<file path="src/rtl/lzw_ct_pkg.sv">
// Shared types for the LZW conflict CAM: request opcodes and controller states.
package lzw_ct_pkg;

    typedef enum logic [1:0] {
        CT_LOOKUP = 2'd0,
        CT_INSERT = 2'd1,
        CT_CLEAR  = 2'd2
    } ct_op_e;

    typedef enum logic {
        ST_IDLE  = 1'b0,
        ST_CLEAR = 1'b1
    } ct_state_e;

endpackage

</file>
<file path="src/rtl/ct_prio_enc.sv">
// Lowest-index-wins priority encoder over a DEPTH-bit hit vector.
module ct_prio_enc #(
    parameter int DEPTH = 16,
    localparam int IDX_W = $clog2(DEPTH)
) (
    input  logic [DEPTH-1:0] hits,
    output logic [IDX_W-1:0] index,
    output logic             any
);

    // Scan from the top down so the lowest set bit is the last one written.
    always_comb begin
        index = '0;
        any   = |hits;
        for (int i = DEPTH - 1; i >= 0; i--) begin
            index = hits[i] ? IDX_W'(i) : index;
        end
    end

endmodule

</file>
<file path="src/rtl/conflict_cam.sv">
// Fully associative (data, hash, map) store resolving LZW dictionary hash collisions.
module conflict_cam
    import lzw_ct_pkg::*;
#(
    parameter int DEPTH      = 16,
    parameter int DATA_WIDTH = 64,
    parameter int HASH_WIDTH = 12,
    parameter int REPLACE    = 0,
    localparam int IDX_W     = $clog2(DEPTH)
) (
    input  logic                  clk,
    input  logic                  rst,
    input  logic                  req_valid,
    output logic                  req_ready,
    input  logic [1:0]            req_op,
    input  logic [DATA_WIDTH-1:0] req_data,
    input  logic [HASH_WIDTH-1:0] req_hash,
    input  logic [HASH_WIDTH-1:0] req_map,
    output logic                  rsp_valid,
    output logic                  rsp_hit,
    output logic                  rsp_drop,
    output logic [IDX_W-1:0]      rsp_index,
    output logic [HASH_WIDTH-1:0] rsp_hash,
    output logic [HASH_WIDTH-1:0] rsp_map,
    output logic [IDX_W:0]        count,
    output logic                  full,
    output logic                  overflow
);

    logic [DATA_WIDTH-1:0] data_r [DEPTH];
    logic [HASH_WIDTH-1:0] hash_r [DEPTH];
    logic [HASH_WIDTH-1:0] map_r  [DEPTH];
    logic [DEPTH-1:0]      valid_r;
    ct_state_e             state_r;
    logic [IDX_W-1:0]      clr_idx_r;
    logic [IDX_W-1:0]      victim_r;
    logic [IDX_W:0]        count_r;
    logic                  overflow_r;
    logic                  rsp_valid_r, rsp_hit_r, rsp_drop_r;
    logic [IDX_W-1:0]      rsp_index_r;
    logic [HASH_WIDTH-1:0] rsp_hash_r, rsp_map_r;

    logic [DEPTH-1:0]      hit_vec_s;
    logic [IDX_W-1:0]      hit_idx_s;
    logic                  hit_any_s;
    logic                  accept_s, full_s, op_ins_s, op_clr_s;
    logic                  wr_en_s, wr_new_s, inc_count_s, bump_victim_s, drop_s;
    logic [IDX_W-1:0]      wr_idx_s;

    assign accept_s  = req_valid && (state_r == ST_IDLE);
    assign full_s    = (count_r == (IDX_W+1)'(DEPTH));
    assign req_ready = (state_r == ST_IDLE);
    assign rsp_valid = rsp_valid_r;
    assign rsp_hit   = rsp_hit_r;
    assign rsp_drop  = rsp_drop_r;
    assign rsp_index = rsp_index_r;
    assign rsp_hash  = rsp_hash_r;
    assign rsp_map   = rsp_map_r;
    assign count     = count_r;
    assign full      = full_s;
    assign overflow  = overflow_r;

    // Invalid entries never match, so an all-zero key is a legal lookup.
    always_comb begin
        hit_vec_s = '0;
        for (int i = 0; i < DEPTH; i++) begin
            hit_vec_s[i] = valid_r[i] && (data_r[i] == req_data);
        end
    end

    ct_prio_enc #(.DEPTH(DEPTH)) u_prio (
        .hits  (hit_vec_s),
        .index (hit_idx_s),
        .any   (hit_any_s)
    );

    // Opcode decode; the unused encoding behaves as a lookup.
    always_comb begin
        op_ins_s = 1'b0;
        op_clr_s = 1'b0;
        case (req_op)
            CT_INSERT: op_ins_s = 1'b1;
            CT_CLEAR:  op_clr_s = 1'b1;
            default:   op_ins_s = 1'b0;
        endcase
    end

    // Insert placement: duplicate key in place, else next free slot, else victim or drop.
    always_comb begin
        wr_en_s       = 1'b0;
        wr_new_s      = 1'b0;
        wr_idx_s      = '0;
        inc_count_s   = 1'b0;
        bump_victim_s = 1'b0;
        drop_s        = 1'b0;
        if (accept_s && op_ins_s) begin
            if (hit_any_s) begin
                wr_en_s  = 1'b1;
                wr_idx_s = hit_idx_s;
            end else if (!full_s) begin
                wr_en_s     = 1'b1;
                wr_new_s    = 1'b1;
                wr_idx_s    = count_r[IDX_W-1:0];
                inc_count_s = 1'b1;
            end else if (REPLACE != 0) begin
                wr_en_s       = 1'b1;
                wr_new_s      = 1'b1;
                wr_idx_s      = victim_r;
                bump_victim_s = 1'b1;
            end else begin
                drop_s = 1'b1;
            end
        end else begin
            wr_en_s = 1'b0;
        end
    end

    // Entry payload storage; validity is tracked separately so no reset is needed here.
    always_ff @(posedge clk) begin
        if (state_r == ST_CLEAR) begin
            data_r[clr_idx_r] <= '0;
            hash_r[clr_idx_r] <= '0;
            map_r[clr_idx_r]  <= '0;
        end else if (wr_en_s) begin
            hash_r[wr_idx_s] <= req_hash;
            map_r[wr_idx_s]  <= req_map;
            if (wr_new_s) begin
                data_r[wr_idx_s] <= req_data;
            end
        end
    end

    // Controller FSM, bookkeeping counters and registered response.
    always_ff @(posedge clk) begin
        if (rst) begin
            state_r     <= ST_IDLE;
            valid_r     <= '0;
            clr_idx_r   <= '0;
            victim_r    <= '0;
            count_r     <= '0;
            overflow_r  <= 1'b0;
            rsp_valid_r <= 1'b0;
            rsp_hit_r   <= 1'b0;
            rsp_drop_r  <= 1'b0;
            rsp_index_r <= '0;
            rsp_hash_r  <= '0;
            rsp_map_r   <= '0;
        end else begin
            rsp_valid_r <= 1'b0;
            rsp_hit_r   <= 1'b0;
            rsp_drop_r  <= 1'b0;
            rsp_index_r <= '0;
            rsp_hash_r  <= '0;
            rsp_map_r   <= '0;
            case (state_r)
                ST_IDLE: begin
                    if (accept_s && op_clr_s) begin
                        state_r    <= ST_CLEAR;
                        clr_idx_r  <= '0;
                        count_r    <= '0;
                        victim_r   <= '0;
                        overflow_r <= 1'b0;
                    end else if (accept_s) begin
                        rsp_valid_r <= 1'b1;
                        rsp_hit_r   <= hit_any_s;
                        rsp_drop_r  <= drop_s;
                        rsp_index_r <= op_ins_s ? wr_idx_s : hit_idx_s;
                        if (!op_ins_s && hit_any_s) begin
                            rsp_hash_r <= hash_r[hit_idx_s];
                            rsp_map_r  <= map_r[hit_idx_s];
                        end
                        if (wr_new_s) valid_r[wr_idx_s] <= 1'b1;
                        if (inc_count_s) count_r <= count_r + (IDX_W+1)'(1);
                        if (bump_victim_s) victim_r <= victim_r + IDX_W'(1);
                        if (drop_s) overflow_r <= 1'b1;
                    end
                end
                ST_CLEAR: begin
                    valid_r[clr_idx_r] <= 1'b0;
                    clr_idx_r          <= clr_idx_r + IDX_W'(1);
                    // Completion pulse lands in the same cycle the last entry is swept.
                    if (clr_idx_r == IDX_W'(DEPTH - 2)) rsp_valid_r <= 1'b1;
                    if (clr_idx_r == IDX_W'(DEPTH - 1)) state_r <= ST_IDLE;
                end
                default: state_r <= ST_IDLE;
            endcase
        end
    end

endmodule

</file>
<file path="config.mk">
export PLATFORM = sky130hd
export DESIGN_NAME = conflict_cam
export DESIGN_NICKNAME = d
export VERILOG_FILES = /design/src/rtl/lzw_ct_pkg.sv /design/src/rtl/ct_prio_enc.sv /design/src/rtl/conflict_cam.sv
export SDC_FILE = /design/constraint.sdc
export NUM_CORES = 2
export LEC_CHECK = 0
export ABC_AREA = 1
export CAP_MARGIN = 20
export CORE_ASPECT_RATIO = 1.2
export CORE_MARGIN = 2
export CORE_UTILIZATION = 60
export DETAILED_ROUTE_END_ITERATION = 16
export PLACE_DENSITY = 0.77
export SETUP_SLACK_MARGIN = 0.2
export SLEW_MARGIN = 20
export SYNTH_ARGS = -nofsm -noshare
export SYNTH_HDL_FRONTEND = slang
export SYNTH_SLANG_ARGS = --single-unit
</file>
<file path="constraint.sdc">
create_clock -name clk -period 11.3 [get_ports clk]
set_input_delay 1.695 -clock clk [delete_from_list [all_inputs] [get_ports clk]]
set_output_delay 1.695 -clock clk [all_outputs]
set_load 0.005 [all_outputs]
</file>
==> impl_metrics.tcl <==
set metrics [dict create \
    synth.net_count 5472 \
    rr_worst_depth 18 \
    hp-start "overflow" \
    min_period_ns 8.985 \
    dr_total_vias 49370 \
    hold_path.class "flop to flop" \
    drtIter0Drc 9485 \
    timing.final.crit_share_pct 79.51 \
    syn_to_final_growth_pct 13.11 \
    crit_path_start_kind "primary input" \
    rsz0062_at_grt "false" \
    setup_viol 0 \
    tightestPinTransition_ns 1.332 \
    grt_pass1_wl_mm 357.7 \
    use_met3_pct 19.65 \
    drt_pass1_iterations 9 \
    first_global_vias 45460 \
    final_nets 5646 \
    cts-htree-levels 4 \
    cts_max_path_buffers 3 \
    synth_cell_type_count 54 \
    grt-ovfl-total 0 \
    clkTransAtPathRegs_ns 0.07 \
    min_to "overflow" \
    die_h_um 361.1 \
    maxSlewViolCount 0 \
    postCtsSetupBuffers 0 \
    core_sq_mm 0.1059 \
    post_synth.cell_area_avg_sq_um 11.87 \
    r2r_end "map_r[0][6]" \
    final_core_util_pct 68.10 \
    ys_warn_count 0 \
    pin_count 132 \
    die_w_um 301.6 \
    path_class "primary input to flop" \
    worstPathRequired_ns 11.72 \
    clockRootBuffer "clkbuf_16" \
    drive_gt1_share_pct 9.991 \
    status "finished, final reports clean" \
    use_met2_pct 71.65 \
    worstHoldPathCells 2 \
    top_usage_layer "met2" \
    die_area_sq_mm 0.1089 \
    rr_startpoint "data_r[6][17]" \
    vias_per_cell 6.945 \
    rows 131 \
    ys_ff_latch 1466 \
    power_leakage_nw 25.82 \
    drcViolationCount 0 \
    wirelength_mm 267.5 \
    cts.sinks 1466 \
    cts_tree "done" \
    post_cts_resized 0 \
    dp_hpwl_mm 171.2 \
    gr-usage-all-layers_pct 48.94 \
    ant_nets 0 \
    numCtsBuffers 145 \
    cap_violations 0 \
    reg2reg_setup_slack_ns 4.68 \
    setup_tns_ns 0 \
    arrival_ns 9.41 \
    hold_buffers 0 \
    power_density_mw_per_mm2 160.4 \
    synth-seq-area-share_pct 68.14 \
    end_kind "flop" \
    grt_max_degree 111 \
    vdd_ir_drop_max_mv 0.1895 \
    clkLatencyLatePin_ns 0.82 \
    timing.fmax_mhz 111.3 \
    placement.io_buffers 131 \
    slew_headroom_pct 10.96 \
    synth_area_sq_mm 0.06375 \
    hold_viol 0 \
    wl_per_cell_um 37.62 \
    grtUsageMet1_pct 57.64 \
    path_max_fanout 110 \
    fin_skew_ns 0.02747 \
    start_util_pct 60.21 \
    grt_antenna_before_repair 27 \
    place_congestion 1.066 \
    syn_inst 5373 \
]
[cells by family (layout without fill, tap and decap cells)]
kind of cell	count (synthesis)	in the layout	share of synthesized area, %
buffers and inverters	770	1062	5.427
AND/OR/NAND/NOR	2101	2101	14.96
flip-flops	1466	1466	68.14
adder cells (fa/ha/maj)	6	6	0.1178
XOR/XNOR	299	299	4.108
AO/OA/AOI/OAI	731	731	7.244
other	0	48	0
[layout make-up]
cell class / instances / area, sq um
Sequential cell: 1466 / 43440
Fill cell: 7671 / 33770
Multi-Input combinational cell: 3137 / 17400
Clock buffer: 189 / 3939
Timing Repair Buffer: 299 / 2839
Inverter: 498 / 1871
Tap cell: 1396 / 1747
Clock inverter: 76 / 752.0
Antenna cell: 48 / 120.1
[worst max-delay path, stage by stage]
cell and delay [ns]:
clkdlybuf4s50_1 1.04, inv_2 0.74, buf_4 0.50, nor2_1 0.08, a211oi_1 0.21, o2111ai_1 0.54, nor4b_2 0.78, nand3_1 0.29
nand2_1 0.15, nand2_1 0.16, nand2_1 0.11, nand2_1 0.07, nand2_1 0.10, nand2_2 0.11, nand2_8 0.54, nand2_8 0.49
o21ai_2 0.23, nand2_1 0.12, o21ai_1 0.15, nand2_1 0.28, nor2_4 0.89
[registers in the layout (all words and copies together), names as in the netlist]
signal	cells
hash_r	192
rsp_map	12
rsp_valid	1
count	5
rsp_index	4
rsp_hit	1
rsp_drop	1
map_r	192
valid_r	16
rsp_hash	12
data_r	1024
overflow	1
state_r	1
clr_idx_r	4
[stage by stage]
stage	hold WS [ns]	instance area, sq um	std cells	worst slack (ns)	total power (W)
after floorplan	0.4286	63750	5373	4.198	0.006369
after global placement	0.4994	67060	6787	2.063	0.006720
after detailed placement	0.5108	67140	6789	2.193	0.006725
after CTS	0.5252	71830	7054	2.976	0.01146
after global routing	0.5455	72020	7071	2.467	0.01170
final	0.5235	72110	7109	2.315	0.01157
[layout by cell type, fill, tap and decap left out, types with 35 or more instances in the layout]
cell,instances
a221oi_1,75
a22o_1,59
o21ai_0,245
o21ai_1,35
clkdlybuf4s50_1,131
inv_1,443
buf_4,148
nand3_1,475
a21oi_1,70
dfxtp_1,58
edfxtp_1,1408
or2_2,38
nor4_1,69
diode_2,48
clkbuf_16,149
nand3b_1,125
inv_2,53
nor2_4,58
o22ai_1,171
nand2_1,875
nand4_1,60
a211oi_1,35
xnor2_1,165
nor2_1,339
xor2_1,133
[synthesized netlist by cell type (all sizes together)]
cell	n	area share, %
o21a	1	0.012
a2111oi	5	0.069
nor4b	9	0.13
and3	2	0.020
o211ai	3	0.035
nor3b	2	0.031
a21oi	71	0.58
o221ai	3	0.041
nor4	73	0.72
clkbuf	50	0.29
nand2	883	5.2
nand3	477	3.8
nor2	415	2.5
a221oi	76	1.1
o21bai	1	0.018
a22o	59	0.81
inv	497	2.9
or4	2	0.024
or2	43	0.42
nand4	60	0.59
xnor2	166	2.3
nor3	10	0.079
a221o	1	0.016
nand3b	125	1.5
clkinv	1	0.0059
ha	6	0.12
o31ai	3	0.035
buf	222	2.2
xor2	133	1.8
o2111ai	15	0.21
o21ai	282	2.2
a31oi	1	0.0098
o22ai	171	1.7
edfxtp	1408	66
dfxtp	58	1.8
a211oi	35	0.41
a22oi	4	0.047
[how the worst max path moves through the flow]
stage | end | startpoint | slack [ns]
finish | map_r[1][5] | req_data[23] | 2.31
global route | hash_r[0][10] | req_data[22] | 2.47
CTS | hash_r[1][0] | req_data[23] | 2.98
detailed placement | map_r[1][7] | req_data[23] | 2.19
global placement | map_r[1][7] | req_data[23] | 2.06
floorplan | data_r[10][0] | req_data[1] | 4.20
[layer usage]
layer / wire [um] / part of all wire (%)
met3: 42660 / 16
met4: 25920 / 9.7
met1: 83450 / 31
met5: 241 / 0.090
met2: 115200 / 43
[where the power goes]
group          switching, W  total, W  internal (W)  leakage, nW
combinational      0.000560  0.000723      0.000163         9.95
clock               0.00215   0.00489       0.00274         2.27
sequential        0.0000136   0.00595       0.00594         13.6
No activity file was read; power rests on OpenSTA's default activity.
